### src/rtl/fb_pkg.sv
// Shared frame-buffer definitions for the VGA display path, the memory-port
// arbiter and the SDRAM controller.
//   FB_ADDR_W  : default pixel-offset width within one frame
//   FB_DATA_W  : default memory word width
//   fb_state_e : arbiter FSM states (idle, display burst, host write)
package fb_pkg;

    localparam int unsigned FB_ADDR_W = 22;
    localparam int unsigned FB_DATA_W = 16;

    typedef enum logic [1:0] {
        StIdle      = 2'd0,
        StDispBurst = 2'd1,
        StHostWr    = 2'd2
    } fb_state_e;

endpackage

### src/rtl/fb_swap_ctl.sv
// Front/back buffer selection for the double-buffered frame store.
// A host swap request is remembered (pending), armed by the next top-of-screen
// pulse, and executed on the first cycle the memory port is quiet.
//   clk_i      : clock
//   rst_ni     : synchronous active-low reset
//   swap_req_i : one-cycle swap request pulse
//   top_i      : one-cycle top-of-screen pulse
//   idle_i     : no display burst running and no reads outstanding
//   front_o    : buffer currently displayed
//   pending_o  : swap requested but not yet applied
//   exec_o     : swap executes this cycle (front_o toggles at the next edge)
module fb_swap_ctl (
    input  logic clk_i,
    input  logic rst_ni,
    input  logic swap_req_i,
    input  logic top_i,
    input  logic idle_i,
    output logic front_o,
    output logic pending_o,
    output logic exec_o
);

    logic front_q, front_d;
    logic pending_q, pending_d;
    logic armed_q, armed_d;
    logic exec;

    assign exec = armed_q & idle_i;

    always_comb begin
        front_d   = front_q;
        pending_d = pending_q;
        armed_d   = armed_q;
        if (exec) begin
            front_d   = ~front_q;
            armed_d   = 1'b0;
            // A request landing on the execute cycle belongs to the next frame.
            pending_d = swap_req_i;
        end else begin
            pending_d = pending_q | swap_req_i;
            armed_d   = armed_q | (top_i & pending_q);
        end
    end

    always_ff @(posedge clk_i) begin
        if (!rst_ni) begin
            front_q   <= 1'b0;
            pending_q <= 1'b0;
            armed_q   <= 1'b0;
        end else begin
            front_q   <= front_d;
            pending_q <= pending_d;
            armed_q   <= armed_d;
        end
    end

    assign front_o   = front_q;
    assign pending_o = pending_q;
    assign exec_o    = exec;

endmodule

### src/rtl/fb_arbiter.sv
// Frame-buffer memory-port arbiter and double-buffer scheduler.
// Shares one memory command port between display line-fetch bursts (always
// preferred) and single-word host pixel writes, and owns front/back buffer
// selection through fb_swap_ctl.
//   iCLK, iRST_N          : clock, synchronous active-low reset
//   iTopOfScreen          : top-of-screen pulse from the timing generator
//   iSwap_req             : swap request pulse; oSwap_pending, oFront status
//   iDisp_req/iDisp_addr  : display burst request; oDisp_grant accept pulse
//   oDisp_rvalid/rdata    : display read data, one register stage after memory
//   iHost_wr/addr/wdata   : host write request, held until oHost_ack
//   oMem_*                : registered memory command {buffer, offset}
//   iMem_ack              : command accepted; iMem_rvalid/rdata in-order returns
module fb_arbiter
    import fb_pkg::*;
#(
    parameter int unsigned ADDR_W    = FB_ADDR_W,
    parameter int unsigned DATA_W    = FB_DATA_W,
    parameter int unsigned BURST_LEN = 8,
    parameter int unsigned MAX_OUT   = 16
) (
    input  logic              iCLK,
    input  logic              iRST_N,
    input  logic              iTopOfScreen,
    input  logic              iSwap_req,
    output logic              oSwap_pending,
    output logic              oFront,
    input  logic              iDisp_req,
    input  logic [ADDR_W-1:0] iDisp_addr,
    output logic              oDisp_grant,
    output logic              oDisp_rvalid,
    output logic [DATA_W-1:0] oDisp_rdata,
    input  logic              iHost_wr,
    input  logic [ADDR_W-1:0] iHost_addr,
    input  logic [DATA_W-1:0] iHost_wdata,
    output logic              oHost_ack,
    output logic              oMem_req,
    output logic              oMem_we,
    output logic [ADDR_W:0]   oMem_addr,
    output logic [DATA_W-1:0] oMem_wdata,
    input  logic              iMem_ack,
    input  logic              iMem_rvalid,
    input  logic [DATA_W-1:0] iMem_rdata
);

    localparam int unsigned CNT_W  = $clog2(MAX_OUT + 1);
    localparam int unsigned BEAT_W = $clog2(BURST_LEN);

    fb_state_e         state_q, state_d;
    logic [BEAT_W-1:0] beat_q, beat_d;
    logic [CNT_W-1:0]  out_cnt_q, out_cnt_d;
    logic              mem_req_q, mem_req_d;
    logic              mem_we_q, mem_we_d;
    logic [ADDR_W:0]   mem_addr_q, mem_addr_d;
    logic [DATA_W-1:0] mem_wdata_q, mem_wdata_d;
    logic              grant_q, grant_d;
    logic              rvalid_q;
    logic [DATA_W-1:0] rdata_q;

    logic mem_ack;
    logic credit_ok;
    logic last_beat;
    logic cnt_inc;
    logic cnt_dec;
    logic swap_idle;
    logic swap_exec;
    logic front;
    logic front_nxt;
    logic pending;

    assign mem_ack   = iMem_ack & mem_req_q;
    assign credit_ok = (32'(out_cnt_q) + BURST_LEN) <= MAX_OUT;
    assign last_beat = (beat_q == BEAT_W'(BURST_LEN - 1));

    // Reads become outstanding when accepted; a return with nothing
    // outstanding (e.g. left over from before a reset) is discarded.
    assign cnt_inc   = mem_ack & (state_q == StDispBurst);
    assign cnt_dec   = iMem_rvalid & (out_cnt_q != '0);
    assign out_cnt_d = out_cnt_q + CNT_W'(cnt_inc) - CNT_W'(cnt_dec);

    assign swap_idle = (state_q != StDispBurst) & (out_cnt_q == '0);

    fb_swap_ctl u_swap_ctl (
        .clk_i      (iCLK),
        .rst_ni     (iRST_N),
        .swap_req_i (iSwap_req),
        .top_i      (iTopOfScreen),
        .idle_i     (swap_idle),
        .front_o    (front),
        .pending_o  (pending),
        .exec_o     (swap_exec)
    );

    // Buffer selection that holds after this edge; a command latched in the
    // same cycle a swap executes must already target the new front/back.
    assign front_nxt = front ^ swap_exec;

    always_comb begin
        state_d     = state_q;
        beat_d      = beat_q;
        mem_req_d   = mem_req_q;
        mem_we_d    = mem_we_q;
        mem_addr_d  = mem_addr_q;
        mem_wdata_d = mem_wdata_q;
        grant_d     = 1'b0;
        unique case (state_q)
            StIdle: begin
                if (iDisp_req && credit_ok) begin
                    state_d    = StDispBurst;
                    grant_d    = 1'b1;
                    beat_d     = '0;
                    mem_req_d  = 1'b1;
                    mem_we_d   = 1'b0;
                    mem_addr_d = {front_nxt, iDisp_addr};
                end else if (iHost_wr) begin
                    state_d     = StHostWr;
                    mem_req_d   = 1'b1;
                    mem_we_d    = 1'b1;
                    mem_addr_d  = {~front_nxt, iHost_addr};
                    mem_wdata_d = iHost_wdata;
                end
            end
            StDispBurst: begin
                if (mem_ack) begin
                    if (last_beat) begin
                        state_d   = StIdle;
                        mem_req_d = 1'b0;
                    end else begin
                        beat_d = beat_q + BEAT_W'(1);
                        // Offset wraps within the frame; buffer bit is untouched.
                        mem_addr_d[ADDR_W-1:0] = mem_addr_q[ADDR_W-1:0] + ADDR_W'(1);
                    end
                end
            end
            StHostWr: begin
                if (mem_ack) begin
                    state_d   = StIdle;
                    mem_req_d = 1'b0;
                end
            end
            default: state_d = StIdle;
        endcase
    end

    always_ff @(posedge iCLK) begin
        if (!iRST_N) begin
            state_q     <= StIdle;
            beat_q      <= '0;
            out_cnt_q   <= '0;
            mem_req_q   <= 1'b0;
            mem_we_q    <= 1'b0;
            mem_addr_q  <= '0;
            mem_wdata_q <= '0;
            grant_q     <= 1'b0;
            rvalid_q    <= 1'b0;
            rdata_q     <= '0;
        end else begin
            state_q     <= state_d;
            beat_q      <= beat_d;
            out_cnt_q   <= out_cnt_d;
            mem_req_q   <= mem_req_d;
            mem_we_q    <= mem_we_d;
            mem_addr_q  <= mem_addr_d;
            mem_wdata_q <= mem_wdata_d;
            grant_q     <= grant_d;
            rvalid_q    <= cnt_dec;
            rdata_q     <= iMem_rdata;
        end
    end

    // Ack is combinational so the host sees it in the accept cycle and can drop
    // iHost_wr before the FSM, back in idle, would start a duplicate write.
    assign oHost_ack = (state_q == StHostWr) & mem_ack;

    assign oDisp_grant   = grant_q;
    assign oDisp_rvalid  = rvalid_q;
    assign oDisp_rdata   = rdata_q;
    assign oMem_req      = mem_req_q;
    assign oMem_we       = mem_we_q;
    assign oMem_addr     = mem_addr_q;
    assign oMem_wdata    = mem_wdata_q;
    assign oFront        = front;
    assign oSwap_pending = pending;

endmodule

### config.mk
export PLATFORM = sky130hd
export DESIGN_NAME = fb_arbiter
export DESIGN_NICKNAME = d
export VERILOG_FILES = /design/src/rtl/fb_pkg.sv /design/src/rtl/fb_swap_ctl.sv /design/src/rtl/fb_arbiter.sv
export SDC_FILE = /design/constraint.sdc
export NUM_CORES = 1
export LEC_CHECK = 0
export ABC_AREA = 0
export BUFFER_PORTS_ARGS = -buffer_cell sky130_fd_sc_hd__buf_2
export CAP_MARGIN = 40
export CORE_ASPECT_RATIO = 1.25
export CORE_UTILIZATION = 40
export DETAILED_ROUTE_END_ITERATION = 10
export GPL_TIMING_DRIVEN = 1
export PLACE_DENSITY = 0.68
export SLEW_MARGIN = 20
export SYNTH_ARGS = -nofsm -noshare
export SYNTH_HDL_FRONTEND = slang
export SYNTH_SLANG_ARGS = --single-unit
### constraint.sdc
create_clock -name iCLK -period 2.5 [get_ports iCLK]
set_input_delay 0.25 -clock iCLK [delete_from_list [all_inputs] [get_ports iCLK]]
set_output_delay 0.25 -clock iCLK [all_outputs]
set_load 0.02 [all_outputs]
Word-level counts from Yosys, hierarchy flattened --
Cells that the tools add are included.
Storage, ports and cells: output and inout port bits 62, register bits 72
Operators by class: eq/ne operators 10, muxes and demuxes 24, reduce and logical (&&, ||, !) cells 15, order comparisons 1, add/subtract/negate cells 5, bitwise logic cells 14
Operators with widths (count):
- 2-to-1 mux 23 bit | 2
- 2-to-1 mux 22 bit | 2
- one-hot mux 22 bit (2 select lines) | 1
- adder 22 x 1 -> 22 bit (second input constant) | 1
- AND reduction 4 bit | 3
- 2-to-1 mux 2 bit | 5
- != test 2 bit (second input constant) | 5
- 2-to-1 mux 3 bit | 3
- 2-to-1 mux 1 bit | 8
- bitwise AND 1 bit | 7
- adder 5 x 4 -> 6 bit (second input constant) | 1
- <= comparator 6 x 5 -> 1 bit (second input constant) | 1
- one-hot mux 2 bit (3 select lines) | 1
- one-hot mux 3 bit (2 select lines) | 1
- adder 5 x 1 -> 5 bit | 1
- logical NOT 5 bit | 1
- AND reduction 5 bit | 1
- nonzero test 5 bit | 1
- subtractor 5 x 1 -> 5 bit | 1
- NOT 1 bit | 4
- AND reduction 2 bit | 2
- nonzero test 2 bit | 2
- adder 3 x 1 -> 3 bit (second input constant) | 1
- == test 3 bit (second input constant) | 1
- 12 further kinds | 13

Logic depth before layout (Yosys ltp) --
Gate-level depths: netlist (run 1).
depth in word-level cells 8, mapped depth 15, gate-level depth less buffers 14

Hierarchy --
A second synthesis (run 1) with hierarchy kept.
Second synthesis, totals: cell total of the unflattened synthesis 422, area, all modules 3594.7 µm²
Modules (own cells, without submodules):
- fb_arbiter | cells each 409, area an instance 3467.1 µm², instances 1
- fb_swap_ctl | cells each 13, area an instance 127.6 µm², instances 1

Worst setup path before layout (run 1) --
Ideal clock, no wire load.
kind register to register, start point reg state_q[1], end point reg out_cnt_q[4], setup slack 49 ps, library setup time 70 ps, arrival time 2380 ps, cell stages (with the launch flop) 16, path through dfxtp_1 -> inv_1 -> ha_1 -> buf_4 -> clkbuf_1 -> nand3_1 -> ha_1 -> inv_1 -> ha_1 -> inv_1 -> fa_1 -> inv_1 -> a21oi_1 -> nor2_1 -> or3_1 -> a21oi_1
On the way: word-level cells in the longest chain between the ends 4
Ends and longest elaborated chain:
- start, declared | line fb_arbiter.sv:48 | fb_state_e state_q, state_d;
- start signal, assigned | line fb_arbiter.sv:146 | state_q <= StIdle;
- start signal, assigned | line fb_arbiter.sv:157 | state_q <= state_d;
- == test 2 x 1 -> 1 bit | line fb_arbiter.sv:76 | assign cnt_inc = mem_ack & (state_q == StDispBurst);
- bitwise AND 1 bit | line fb_arbiter.sv:76
- adder 5 x 1 -> 5 bit | line fb_arbiter.sv:78 | assign out_cnt_d = out_cnt_q + CNT_W'(cnt_inc) - CNT_W'(cnt_dec);
- subtractor 5 x 1 -> 5 bit | line fb_arbiter.sv:78
- end signal, assigned | line fb_arbiter.sv:159 | out_cnt_q <= out_cnt_d;
- end, declared | line fb_arbiter.sv:50 | logic [CNT_W-1:0] out_cnt_q, out_cnt_d;
No other way between the ends. A chain may end at the register's enable or synchronous reset.

Worst setup path in the final report (run 1) --
start point reg out_cnt_q[2], end point reg out_cnt_q[4]
On the way: word-level cells in the longest chain between the ends 3, elaborated cells between the ends (all ways) 4
Ends and longest elaborated chain:
- nonzero test 5 bit | line fb_arbiter.sv:77 | assign cnt_dec = iMem_rvalid & (out_cnt_q != '0);
- bitwise AND 1 bit | line fb_arbiter.sv:77
- via cnt_dec | line fb_arbiter.sv:63 | logic cnt_dec;
- subtractor 5 x 1 -> 5 bit | line fb_arbiter.sv:78
The timed path passes the listed nets, and every way through them passes these cells.

==> results.json, run 1 <==
{
  "dp_slack_ns": -0.0313,
  "antenna_cells": 0,
  "synth_area_um2": 3640,
  "criticalPathCategory": "flop to flop",
  "crit_end": "out_cnt_q[4]$_SDFF_PN0_",
  "route.antenna.remaining_nets": 0,
  "first_pass_iters": 4,
  "seq_power_share": 0.323,
  "switching_share": 0.447,
  "routabilityCongestion": 0.878,
  "drtIter0Drc": 139,
  "start_kind": "flop",
  "dieArea_um2": 9480,
  "required_ns": 2.78,
  "wl_per_cell_um": 14.5,
  "cts_root_buf": "clkbuf_8",
  "skew_ns": 0.0152,
  "post-route-min-period_ns": 2.36,
  "core_um2": 8750,
  "io_pins": 146,
  "placed_area_um2": 4480,
  "routed_wl_um": 9900,
  "grt.overflow.total": 0,
  "reg2reg_depth": 14,
  "pwr-share-clk": 0.147,
  "placementRows": 38,
  "r2r-start": "out_cnt_q[2]$_SDFF_PN0_",
  "period_share": 0.943,
  "cpMostUsedCell": "inv_2",
  "r2r_end": "out_cnt_q[4]$_SDFF_PN0_",
  "cap_violations": 0,
  "area_growth_pct": 28.6,
  "num_vias": 3551,
  "power.switching_mw": 2.44,
  "synth_largest_area_cell": "dfxtp_1",
  "ir_drop_mv": 0.527,
  "holdWs_ns": 0.100,
  "vias_per_cell": 5.21,
  "power_leakage_nw": 2.15,
  "cts_max_level": 3,
  "hold_class": "primary input to flop",
  "start_util": 0.416,
  "cts_buffers": 9,
  "die_y_um": 109,
  "synth-main-ff-cell": "dfxtp_1",
  "crit_chain": "inv_2, ha_2, nor4b_4, nor2b_1, ha_1, inv_2, ha_4, inv_2, fa_2, inv_1, a21oi_2, nor2_1, or3_1, a21oi_1",
  "internal-power_mw": 3.02,
  "final_nets": 658,
  "hold_viol_final": 0,
  "design_area_um2": 4680,
  "synth-seq-cells": 72,
  "worst_pin_slew_ns": 0.640,
  "grt_pass1_wl_um": 15800,
  "crit_slowest_cell": "dfxtp_2",
  "cp_slowest_stage_delay_ns": 0.33,
  "slew_headroom": 0.573,
  "layout_setup_ws_ns": 0.141,
  "setup_viol": 0,
  "critPathCaptureType": "flop",
  "cts_num_sinks": 72,
  "synth_most_common_cell": "dfxtp_1",
  "ys_async_sr_fraction": 0,
  "drc": 0,
  "layout-drive-gt1-share": 0.349,
  "dp_cells": 667,
  "ys_seq_area_frac": 0.396,
  "power_frac_comb": 0.530,
  "synthesis.nets": 516,
  "regToRegSetupSlack_ns": 0.14,
  "cts_buffer_depth": 2,
  "synth_top_cell_area_share": 0.396,
  "fmax_mhz": 424,
  "cp_max_fo": 3,
  "synthTopCellsByCount": "dfxtp_1 (72), nand2_1 (65), a21oi_1 (37)",
  "grt_pass1_vias": 3442,
  "io_buffers": 145,
  "syn-instance-count": 416,
  "cts_tree": "yes",
  "status": "complete, no violations",
  "hpwl_um": 7290,
  "cp_data_arrival_time_ns": 2.64,
  "grt_max_degree": 41,
  "cts_hold_buffers": 0,
  "post_layout_nonfiller_instances": 681,
  "die_w_um": 87.3,
  "avgSynthCellArea_um2": 8.74,
  "grt_util_all_layers": 0.215,
  "insertion_delay_ns": 0.36,
  "synth_edf_count": 0,
  "whs_path_depth": 2,
  "synth_cell_types": 60,
  "crit_start": "out_cnt_q[2]$_SDFF_PN0_",
  "clk_pin_slew_worst_paths_ns": 0.08,
  "grt_antenna_before_repair": 0,
  "slew_violations": 0,
  "yosys-top-cells-area": "dfxtp_1 (40%), nand2_1 (6.7%), ha_1 (5.2%), a21oi_1 (5.1%), mux2i_1 (4.4%)",
  "p_per_area_nw_per_um2": 1170,
  "ys_warn_count": 0,
  "utilization": 0.534
}
==> layout make-up <==
| type | count | area (um2) |
|---|---|---|
| inverters | 13 | 48.8 |
| flip-flops and latches | 72 | 1440 |
| clock buffers | 11 | 141 |
| clock inverters | 3 | 20.0 |
| well taps | 120 | 150 |
| multi-input cells | 307 | 2060 |
| repair buffers | 155 | 813 |
| fillers | 862 | 4070 |
==> critical path: cells and delay by family, from the launching register on <==
kind	cells	cell delay, ns
DFF	1	0.33
buffers and inverters	4	0.22
adders and majority gates	4	0.82
and+or+nand+nor	4	0.69
AOI/OAI and AO/OA	2	0.23
==> flip-flops by register name, summed over array words and instances, names as in the netlist <==
signal	cells
u_swap_ctl.front_o	1
u_swap_ctl.pending_o	1
oMem_we	1
state_q	2
u_swap_ctl.armed_q	1
oDisp_rvalid	1
oDisp_rdata	16
oDisp_grant	1
beat_q	3
oMem_wdata	16
oMem_req	1
out_cnt_q	5
oMem_addr	23
==> metrics by stage <==
| stage | power (mW) | TNS, ns |
|---|---|---|
| floorplan | 3.83 | 0 |
| global placement | 4.53 | 0 |
| detailed placement | 4.61 | -0.0313 |
| CTS | 5.42 | 0 |
| global route | 5.86 | -0.00273 |
| finish | 5.46 | 0 |
==> cells by family after synthesis <==
| family | Yosys count | share of synthesized area |
|---|---|---|
| AOI/OAI and AO/OA | 105 | 0.205 |
| xor gates and xnor gates | 3 | 0.00723 |
| adders and majority gates | 16 | 0.0571 |
| buffers and inverters | 37 | 0.0478 |
| DFF | 72 | 0.396 |
| muxes | 20 | 0.0564 |
| and+or+nand+nor | 163 | 0.230 |
==> how the worst min path moves through the flow <==
stage                                           start                         endpoint  slack (ns)
after floorplan                             iSwap_req  u_swap_ctl.pending_o$_SDFF_PN0_        0.37
after global placement    oMem_wdata[12]$_SDFFE_PN0P_      oMem_wdata[12]$_SDFFE_PN0P_        0.44
after detailed placement   oMem_wdata[1]$_SDFFE_PN0P_       oMem_wdata[1]$_SDFFE_PN0P_        0.45
after CTS                              iMem_rdata[14]       oDisp_rdata[14]$_SDFF_PN0_        0.09
after global routing                    iMem_rdata[5]        oDisp_rdata[5]$_SDFF_PN0_        0.09
final                                   iMem_rdata[5]        oDisp_rdata[5]$_SDFF_PN0_        0.10
==> timing repair <==
| action | 4_1_cts | 5_1_grt |
|---|---|---|
| endpoints found under the hold margin | 0 | 0 |
| endpoints found under the setup margin | 1 | 1 |
| gates resized for setup | 1 | 12 |
| setup buffers | 0 | 0 |
| pin swaps | 0 | 3 |
==> power groups by stage <==
stage | logic, mW | clock network (mW) | registers [mW]
final | 2.89 | 0.801 | 1.76
after global routing | 3.17 | 0.881 | 1.81
after CTS | 2.86 | 0.821 | 1.74
after detailed placement | 2.84 | 0 | 1.76
after global placement | 2.78 | 0 | 1.75
after floorplan | 1.82 | 0 | 2.01
==> routing by layer <==
layer  GRT usage  vias to the layer above  wire length (um)  part of all wire
met5           0                        -                 0                 0
met1       0.247                     1644              4040              0.41
met2       0.386                      122              5150              0.52
li1            -                     1774                 -                 -
met4      0.0796                        0               119             0.012
met3      0.0477                       11               581             0.059
==> cells in the final DEF, fill, tap and decap left out, drive strengths merged, types with 3 or more instances in the layout <==
master / n
o21ai: 20
and2: 21
dfxtp: 72
and3: 9
a21o: 3
nand4: 5
inv: 13
and4: 4
ha: 15
a32o: 4
mux2: 4
a21oi: 38
o21a: 3
nor2: 16
nor4: 3
a2111oi: 3
mux2i: 16
nand2b: 4
o2bb2ai: 4
o22ai: 5
clkbuf: 11
nand3: 15
nor3: 4
a211oi: 4
buf: 155
nand2: 65
or3: 7
Note: power is estimated with default switching activity, not from simulation.
==> run 2: changes to the inputs <==
Settings changed: ABC_AREA 0 to not set, CORE_UTILIZATION 40 to 44, PLACE_DENSITY 0.68 to 0.74.
==> run 2 against run 1 <==
Maximum frequency rose by 0.79%. Sequential share of layout area is essentially flat. Count of clock-buffer cells in the layout shrank 1.
==> results.json, run 2 (same netlist as run 1, synthesis figures left out) <==
{
  "status": "complete, no violations",
  "cts_hold_buffers": 0,
  "p_per_area_nw_per_um2": 1190,
  "grt_pass1_wl_um": 16600,
  "cap_violations": 0,
  "required_ns": 2.79,
  "hold_class": "primary input to flop",
  "layout_common_cells": "buf_2 (145), dfxtp_1 (71), nand2_1 (65)",
  "worst_pin_slew_ns": 0.743,
  "hold_viol_final": 0,
  "dp_slack_ns": 0.0136,
  "routed_wl_um": 9850,
  "core_um2": 7880,
  "setup_viol": 0,
  "grt_max_degree": 42,
  "min_to": "oDisp_rdata[11]$_SDFF_PN0_",
  "n_fill_cell": 753,
  "vias_per_cell": 5.51,
  "area_growth_pct": 28.2,
  "r2r-start": "out_cnt_q[3]$_SDFF_PN0_",
  "grt_antenna_before_repair": 0,
  "die_w_um": 83.3,
  "grt.overflow.total": 0,
  "cts_buffers": 9,
  "route.antenna.remaining_nets": 0,
  "slew_violations": 0,
  "reg2reg_depth": 14,
  "layout-drive-gt1-share": 0.345,
  "start_util": 0.461,
  "cts_tree": "yes",
  "power_frac_comb": 0.518,
  "layout_commonest_cell": "buf_2",
  "switching_share": 0.440,
  "drtIter0Drc": 142,
  "drc": 0,
  "cp_max_fo": 3,
  "wl_per_cell_um": 15.0,
  "dieArea_um2": 8640,
  "cts_num_sinks": 72,
  "min_from": "iMem_rdata[11]",
  "io_buffers": 145,
  "antenna_cells": 0,
  "post-route-min-period_ns": 2.34,
  "totalPowerFinal_mw": 5.56,
  "cts_max_level": 3,
  "cp_data_arrival_time_ns": 2.63,
  "holdWs_ns": 0.102,
  "routabilityCongestion": 0.837,
  "final_nets": 658,
  "pwr-share-clk": 0.166,
  "cts_buffer_depth": 2,
  "hpwl_um": 7280,
  "grt_util_all_layers": 0.237,
  "slew_headroom": 0.504,
  "placementRows": 36,
  "whs_path_depth": 2,
  "skew_ns": 0.00857,
  "layout_setup_ws_ns": 0.160,
  "fmax_mhz": 427,
  "die_y_um": 104,
  "clk_pin_slew_worst_paths_ns": 0.08,
  "start_kind": "flop",
  "power.switching_mw": 2.45,
  "largest_reg_flops": 23,
  "io_pins": 146,
  "internal-power_mw": 3.12,
  "insertion_delay_ns": 0.35,
  "num_vias": 3623,
  "regToRegSetupSlack_ns": 0.16,
  "first_pass_iters": 4,
  "period_share": 0.936,
  "grt_pass1_vias": 3609,
  "cts_root_buf": "clkbuf_8",
  "seq_power_share": 0.316,
  "critPathCaptureType": "flop",
  "utilization": 0.592,
  "criticalPathCategory": "flop to flop",
  "r2r_end": "out_cnt_q[4]$_SDFF_PN0_",
  "power_leakage_nw": 2.17,
  "ir_drop_mv": 0.653
}
## run 2: critical path: stages (launching register included)
cell and delay [ns]:
dfxtp_2 0.34, inv_1 0.08, ha_1 0.15, nor4b_4 0.22, nor2b_2 0.08, ha_1 0.28
inv_1 0.04, ha_1 0.19, inv_2 0.06, fa_2 0.20, inv_1 0.05, a21oi_2 0.10
nor2_1 0.05, or3_1 0.30, a21oi_1 0.13
## run 2: per-layer routing
layer / track usage / routed length [um] / vias up
met5: 0 / 0 / -
met4: 0.0998 / 179 / 0
met3: 0.0661 / 742 / 19
met2: 0.399 / 4990 / 138
met1: 0.281 / 3930 / 1689
li1: - / - / 1777
## run 2: power by group through the flow
stage          Clock (mW)  Combinational (mW)  Sequential, mW
2_1_floorplan           0                1.82            2.01
3_3_place_gp            0                2.74            1.75
3_5_place_dp            0                2.84            1.77
4_1_cts             0.941                2.85            1.74
5_1_grt              1.00                3.18            1.81
6_report            0.926                2.88            1.76
## run 2: timing repair
action                     4_1_cts  5_1_grt
pin swaps                        0        1
buffers inserted                 0        1
gates resized for setup          1        7
setup endpoints to repair        1        1
## run 2: per-stage QoR
| stage | setup TNS (ns) | instances | instance area, um2 |
|---|---|---|---|
| floorplan | 0 | 416 | 3640 |
| global placement | 0 | 641 | 4440 |
| detailed placement | 0 | 641 | 4440 |
| CTS | 0 | 656 | 4640 |
| global route | -0.00855 | 657 | 4660 |
| finish | 0 | 657 | 4660 |
## run 2: worst max-delay path by stage
stage	from	end	slack, ns	cells past startpoint
after floorplan	state_q[1]$_SDFFE_PN0P_	out_cnt_q[4]$_SDFF_PN0_	0.05	15
after detailed placement	out_cnt_q[2]$_SDFF_PN0_	out_cnt_q[4]$_SDFF_PN0_	0.01	14
final	out_cnt_q[3]$_SDFF_PN0_	out_cnt_q[4]$_SDFF_PN0_	0.16	14
after global placement	out_cnt_q[2]$_SDFF_PN0_	out_cnt_q[4]$_SDFF_PN0_	0.11	14
after global routing	out_cnt_q[3]$_SDFF_PN0_	out_cnt_q[4]$_SDFF_PN0_	-0.009	14
after CTS	out_cnt_q[2]$_SDFF_PN0_	out_cnt_q[4]$_SDFF_PN0_	0.1	14
## run 2: cell type report
type / count / area [um2] / share of cell area
clock inverters: 5 / 57.6 / 0.0123
repair buffers: 155 / 813 / 0.174
flip-flops and latches: 72 / 1440 / 0.309
well taps: 95 / 119 / 0.0255
multi-input cells: 307 / 2050 / 0.439
clock buffers: 10 / 138 / 0.0295
inverters: 13 / 48.8 / 0.0105
